## config.mk

```make
export PLATFORM = sky130hd
export DESIGN_NAME = spectrum_frame_sequencer
export DESIGN_NICKNAME = d
export VERILOG_FILES = /design/src/rtl/spectrum_frame_sequencer_pkg.sv /design/src/rtl/spectrum_frame_sequencer_peak_tracker.sv /design/src/rtl/spectrum_frame_sequencer.sv
export SDC_FILE = /design/constraint.sdc
export NUM_CORES = 1
export LEC_CHECK = 0
export ABC_AREA = 1
export BUFFER_PORTS_ARGS = -buffer_cell sky130_fd_sc_hd__buf_2
export CORE_MARGIN = 5
export CORE_UTILIZATION = 30
export DETAILED_ROUTE_END_ITERATION = 8
export PLACE_DENSITY = 0.59
export SLEW_MARGIN = 25
export SYNTH_ARGS = -nofsm -noshare
export SYNTH_HDL_FRONTEND = slang
export SYNTH_HIERARCHICAL = 1
export SYNTH_SLANG_ARGS = --single-unit
export TNS_END_PERCENT = 20
```

## constraint.sdc

```tcl
create_clock -name clk -period 2.1 [get_ports clk]
set_clock_uncertainty 0.1 [all_clocks]
set_input_delay 0.105 -clock clk [delete_from_list [all_inputs] [get_ports clk]]
set_output_delay 0.105 -clock clk [all_outputs]
set_load 0.005 [all_outputs]
```

## src/rtl/spectrum_frame_sequencer_pkg.sv

```systemverilog
// rtl/spectrum_frame_sequencer_pkg.sv - shared spectrum constants and sequencer state encoding
package spectrum_frame_sequencer_pkg;

   localparam int N_POINTS_DEF      = 1024;
   localparam int DATA_W_DEF        = 64;
   localparam int ADDR_W_DEF        = 10;
   localparam int ADAPT_TIMEOUT_DEF = 2048;

   typedef enum logic [2:0] {
      ST_IDLE       = 3'd0,
      ST_SCAN       = 3'd1,
      ST_DRAIN      = 3'd2,
      ST_START      = 3'd3,
      ST_ADAPT_WAIT = 3'd4,
      ST_SWAP_WAIT  = 3'd5
   } seq_state_e;

endpackage

```

## src/rtl/spectrum_frame_sequencer_peak_tracker.sv

```systemverilog
// rtl/spectrum_frame_sequencer_peak_tracker.sv - unsigned running maximum with clear and hold
module peak_tracker
   import spectrum_frame_sequencer_pkg::*;
#(
   parameter int DATA_W = DATA_W_DEF
) (
   input  logic              clk,
   input  logic              rst,
   input  logic              clear,
   input  logic              valid,
   input  logic [DATA_W-1:0] data,
   output logic [DATA_W-1:0] peak
);

   always_ff @(posedge clk) begin
      if (rst || clear) begin
         peak <= '0;
      end else if (valid && (data > peak)) begin
         peak <= data;
      end
   end

endmodule

```

## src/rtl/spectrum_frame_sequencer.sv

```systemverilog
// rtl/spectrum_frame_sequencer.sv - frame peak scan, adapter handshake and display bank swap
module spectrum_frame_sequencer
   import spectrum_frame_sequencer_pkg::*;
#(
   parameter int N_POINTS      = N_POINTS_DEF,
   parameter int DATA_W        = DATA_W_DEF,
   parameter int ADDR_W        = ADDR_W_DEF,
   parameter int ADAPT_TIMEOUT = ADAPT_TIMEOUT_DEF
) (
   input  logic              clk,
   input  logic              rst,
   input  logic              fft_done_i,
   output logic [ADDR_W-1:0] scan_addr_o,
   input  logic [DATA_W-1:0] scan_data_i,
   output logic              adapt_start_o,
   output logic [DATA_W-1:0] max_value_o,
   input  logic              adapt_done_i,
   input  logic              vsync_i,
   output logic              bank_sel_o,
   output logic              buffer_free_o,
   output logic              busy_o,
   output logic              overrun_o,
   output logic              timeout_o
);

   localparam int TO_W = $clog2(ADAPT_TIMEOUT + 1);

   seq_state_e        state, state_nxt;
   logic [TO_W-1:0]   to_cnt, to_cnt_nxt;
   logic              data_valid, data_valid_nxt;
   logic [ADDR_W-1:0] scan_addr_nxt;
   logic              adapt_start_nxt, buffer_free_nxt, bank_nxt;
   logic              busy_nxt, overrun_nxt, timeout_nxt, peak_clear;
   logic              scan_last, to_hit;

   assign scan_last = (scan_addr_o == ADDR_W'(N_POINTS - 1));
   assign to_hit    = (to_cnt == TO_W'(ADAPT_TIMEOUT - 1));

   // Every output is a flop; the output process only computes their next values.
   always_ff @(posedge clk) begin
      if (rst) begin
         state         <= ST_IDLE;
         to_cnt        <= '0;
         data_valid    <= 1'b0;
         scan_addr_o   <= '0;
         adapt_start_o <= 1'b0;
         buffer_free_o <= 1'b0;
         bank_sel_o    <= 1'b0;
         busy_o        <= 1'b0;
         overrun_o     <= 1'b0;
         timeout_o     <= 1'b0;
      end else begin
         state         <= state_nxt;
         to_cnt        <= to_cnt_nxt;
         data_valid    <= data_valid_nxt;
         scan_addr_o   <= scan_addr_nxt;
         adapt_start_o <= adapt_start_nxt;
         buffer_free_o <= buffer_free_nxt;
         bank_sel_o    <= bank_nxt;
         busy_o        <= busy_nxt;
         overrun_o     <= overrun_nxt;
         timeout_o     <= timeout_nxt;
      end
   end

   always_comb begin
      state_nxt = state;
      case (state)
         ST_IDLE:       if (fft_done_i) state_nxt = ST_SCAN;
         ST_SCAN:       if (scan_last) state_nxt = ST_DRAIN;
         ST_DRAIN:      state_nxt = ST_START;
         ST_START:      state_nxt = ST_ADAPT_WAIT;
         // A late adapt_done on the final allowed cycle still wins over the timeout.
         ST_ADAPT_WAIT: begin
            if (adapt_done_i)  state_nxt = ST_SWAP_WAIT;
            else if (to_hit)   state_nxt = ST_IDLE;
         end
         ST_SWAP_WAIT:  if (vsync_i) state_nxt = ST_IDLE;
         default:       state_nxt = ST_IDLE;
      endcase
   end

   always_comb begin
      scan_addr_nxt   = '0;
      if ((state == ST_SCAN) && (state_nxt == ST_SCAN)) begin
         scan_addr_nxt = scan_addr_o + ADDR_W'(1);
      end
      to_cnt_nxt      = '0;
      if ((state == ST_ADAPT_WAIT) && (state_nxt == ST_ADAPT_WAIT)) begin
         to_cnt_nxt = to_cnt + TO_W'(1);
      end
      // Read data lags the address by one cycle, so validity is the previous cycle's SCAN.
      data_valid_nxt  = (state == ST_SCAN);
      peak_clear      = (state == ST_IDLE) && fft_done_i;
      adapt_start_nxt = (state_nxt == ST_START);
      buffer_free_nxt = (state == ST_ADAPT_WAIT) && (state_nxt != ST_ADAPT_WAIT);
      bank_nxt        = bank_sel_o ^ ((state == ST_SWAP_WAIT) && vsync_i);
      busy_nxt        = (state_nxt != ST_IDLE);
      overrun_nxt     = overrun_o | (fft_done_i && (state != ST_IDLE));
      timeout_nxt     = timeout_o | ((state == ST_ADAPT_WAIT) && !adapt_done_i && to_hit);
   end

   peak_tracker #(
      .DATA_W (DATA_W)
   ) u_peak_tracker (
      .clk   (clk),
      .rst   (rst),
      .clear (peak_clear),
      .valid (data_valid),
      .data  (scan_data_i),
      .peak  (max_value_o)
   );

endmodule

```

==> impl_metrics.tcl <==
set metrics [dict create \
    antenna_found_initial 4 \
    die_area_um2 23060 \
    crit_required_ns 2.24 \
    slew_violations 0 \
    worst_pin_slew_ns 0.4342 \
    total_power_mw 5.049 \
    layout-drive-gt1-share_pct 40.96 \
    cts-htree-levels 3 \
    grt_max_degree 71 \
    fp.dieW_um 151.9 \
    grt_pass1_wl_mm 27.66 \
    vias 6565 \
    powerDensity_nw_per_um2 508.7 \
    route.detailed.drc 0 \
    hold_path.startpoint "scan_data_i[61]" \
    swShare_pct 31.15 \
    seq_power_share_pct 37.8 \
    gp_congestion 0.7961 \
    placed_cell_area_um2 7497 \
    crit_path_end_kind "flop" \
    seq_area_frac_synth_pct 31.83 \
    layout_common_cells "buf_2 (148), inv_1 (146), nand2_1 (135)" \
    synth.avg_cell_area_um2 6.893 \
    grt.total_usage_pct 13.99 \
    synth_cell_types 33 \
    antenna_left 0 \
    viasPerCell 4.565 \
    p_leak_nw 4.489 \
    ys_ff_latch 96 \
    n_fill_cell 1900 \
    pwr-share-comb_pct 29.9 \
    die_h_um 151.9 \
    violations "setup timing" \
    cp.arrival_ns 2.36 \
    port-buffer-count 148 \
    clock-sinks 96 \
    reg2reg_slack_ns -0.13 \
    final_hold_viol_count 0 \
    final_area_um2 9926 \
    ir_drop_mv 0.3496 \
    setup_viol 64 \
    root_buffer "clkbuf_16" \
    rsz0062_at_grt "true" \
    status "finished with violations" \
    totalWireLength_mm 21.00 \
    slew_headroom_pct 70.81 \
    clock_path_buffers 2 \
    switchingPower_mw 1.573 \
    reg2reg_to "u_peak_tracker/peak[35]" \
    setup.worst_path.class "flop to flop" \
    fmax_mhz 449.1 \
    syn_area_um2 6038 \
    start_kind "flop" \
    dp_hpwl_mm 11.57 \
    dp.cells 1324 \
    r2r-start "u_peak_tracker/peak[17]" \
    final_common_cell "buf_2" \
    num_io_pins 149 \
    syn_inst 876 \
    fin_crit_sh_pct 106.0 \
    min_path_type "input port to flop" \
    fin_ws_ns -0.1265 \
    yosys_warnings 6 \
    syn_nets 1011 \
    finalNetCount 1302 \
    final_cells 1438 \
    grt_pass1_vias 5883 \
    start_util_pct 30.72 \
    first_iter_violations 209 \
    core-area_um2 19650 \
    cts_inserted_buffers 9 \
    routedWlPerCell_um 14.60 \
    tritoncts "yes" \
    row_count 51 \
    cp_max_fo 8 \
    drv_cap 0 \
    min_period_ns 2.226 \
    synthArstFlopShare_pct 0 \
    min_to "u_peak_tracker/peak[61]" \
    firstDrtPassIters 4 \
    area_delta_synth_final_pct 64.38 \
    internal-power_mw 3.476 \
    insertion_delay_ns 0.35 \
    synth-edff-count 0 \
    gr-total-overflow 0 \
    ys.flop_type "dfxtp_1" \
    rr_worst_depth 15 \
    cts.clk_slew.worst_paths_ns 0.08 \
    pwr-share-clk_pct 32.3 \
    whs_path_depth 5 \
]
## worst max path at each step
stage / from / end / slack [ns] / cells after the start
6_report: u_peak_tracker/peak[17] / u_peak_tracker/peak[35] / -0.13 / 15
5_1_grt: u_peak_tracker/peak[17] / u_peak_tracker/peak[61] / -0.26 / 16
4_1_cts: u_peak_tracker/peak[55] / u_peak_tracker/peak[11] / -0.1 / 14
3_5_place_dp: u_peak_tracker/peak[63] / u_peak_tracker/peak[11] / -0.11 / 12
3_3_place_gp: u_peak_tracker/peak[47] / u_peak_tracker/peak[20] / -0.08 / 13
2_1_floorplan: u_peak_tracker/peak[55] / u_peak_tracker/peak[0] / 0.1 / 13
## kinds of logic (layout without fill, tap and decap cells)
| group | Yosys count | in the layout | share of synthesized area (%) |
|---|---|---|---|
| flip-flops | 96 | 96 | 31.83 |
| buffers and inverters | 200 | 493 | 14.36 |
| adder cells (fa/ha/maj) | 66 | 66 | 13.68 |
| AO/OA/AOI/OAI | 112 | 112 | 9.532 |
| other | 0 | 1 | 0 |
| XOR/XNOR | 15 | 15 | 2.176 |
| AND/OR/NAND/NOR | 387 | 390 | 28.43 |
## layout make-up
type,count,area [um^2],area share (%)
Clock buffer,11,242.7,2.445
Timing Repair Buffer,313,2600,26.19
Inverter,164,618.1,6.227
Multi-Input combinational cell,583,4120,41.51
Antenna cell,1,2.502,0.02521
Tap cell,265,331.6,3.340
Sequential cell,96,1971,19.85
Clock inverter,5,40.04,0.4034
## worst max-delay path: stages (launching register included)
cell	delay (ns)
dfxtp_1	0.34
inv_1	0.04
ha_1	0.29
nand2_1	0.07
nand2_1	0.04
nand2_1	0.05
nand2_1	0.05
nand2_1	0.06
nand3_1	0.11
a21oi_2	0.20
nand2_4	0.10
nand2_8	0.15
nand2_8	0.14
clkbuf_16	0.20
a21oi_2	0.13
nor2_1	0.05
## synthesized netlist by cell type, types with 8 or more instances
master / count / area [um^2]
a21oi_1: 98 / 490.5
buf_2: 9 / 45.04
buf_4: 12 / 90.09
buf_6: 8 / 90.09
dfxtp_1: 96 / 1922
ha_1: 66 / 825.8
inv_1: 158 / 593.1
nand2_1: 157 / 589.3
nand3_1: 81 / 405.4
nand4_1: 9 / 56.30
nor2_1: 109 / 409.1
nor2_2: 10 / 62.56
xor2_1: 9 / 78.83
## routing by layer
| layer | GRT usage, % | part of all wire, % | up-vias |
|---|---|---|---|
| li1 | - | - | 3347 |
| met1 | 18.04 | 45 | 3035 |
| met2 | 22.71 | 48 | 156 |
| met3 | 4.857 | 6.0 | 21 |
| met4 | 2.997 | 1.1 | 6 |
| met5 | 0 | 0.19 | - |
## timing repair
item / 4_1_cts / 5_1_grt
gates resized for setup: 4 / 203
endpoints found under the hold margin: 60 / 0
endpoints found under the setup margin: 64 / 64
gates cloned: 0 / 31
hold buffers: 60 / 0
pin swaps: 1 / 51
setup buffers: 0 / 6
## state kept, by name, summed over array words and instances (netlist names)
| register | count |
|---|---|
| u_peak_tracker/peak | 64 |
| data_valid | 1 |
| timeout_o | 1 |
| scan_addr_o | 10 |
| busy_o | 1 |
| buffer_free_o | 1 |
| overrun_o | 1 |
| bank_sel_o | 1 |
| state | 3 |
| to_cnt | 12 |
| adapt_start_o | 1 |
## power groups by stage
stage / registers [mW] / logic (mW) / clock network (mW)
final: 1.91 / 1.51 / 1.63
after global routing: 1.92 / 1.65 / 1.76
after CTS: 1.90 / 1.00 / 1.69
after detailed placement: 1.94 / 0.909 / 0
after global placement: 1.94 / 0.902 / 0
after floorplan: 1.96 / 0.562 / 0
## per-stage QoR
step                      worst slack [ns]  TNS (ns)  utilization, %  hold WS (ns)
after floorplan                    0.09980         0               -        0.1486
after detailed placement           -0.1117    -5.318           38.15        0.2830
after global placement            -0.07714    -3.842           38.15        0.2597
after global routing               -0.2619    -14.40           50.50       0.03596
after CTS                         -0.09783    -4.336           42.67     0.0007452
final                              -0.1265    -6.263           50.50       0.02805
Note: power is estimated with default switching activity, not from simulation.
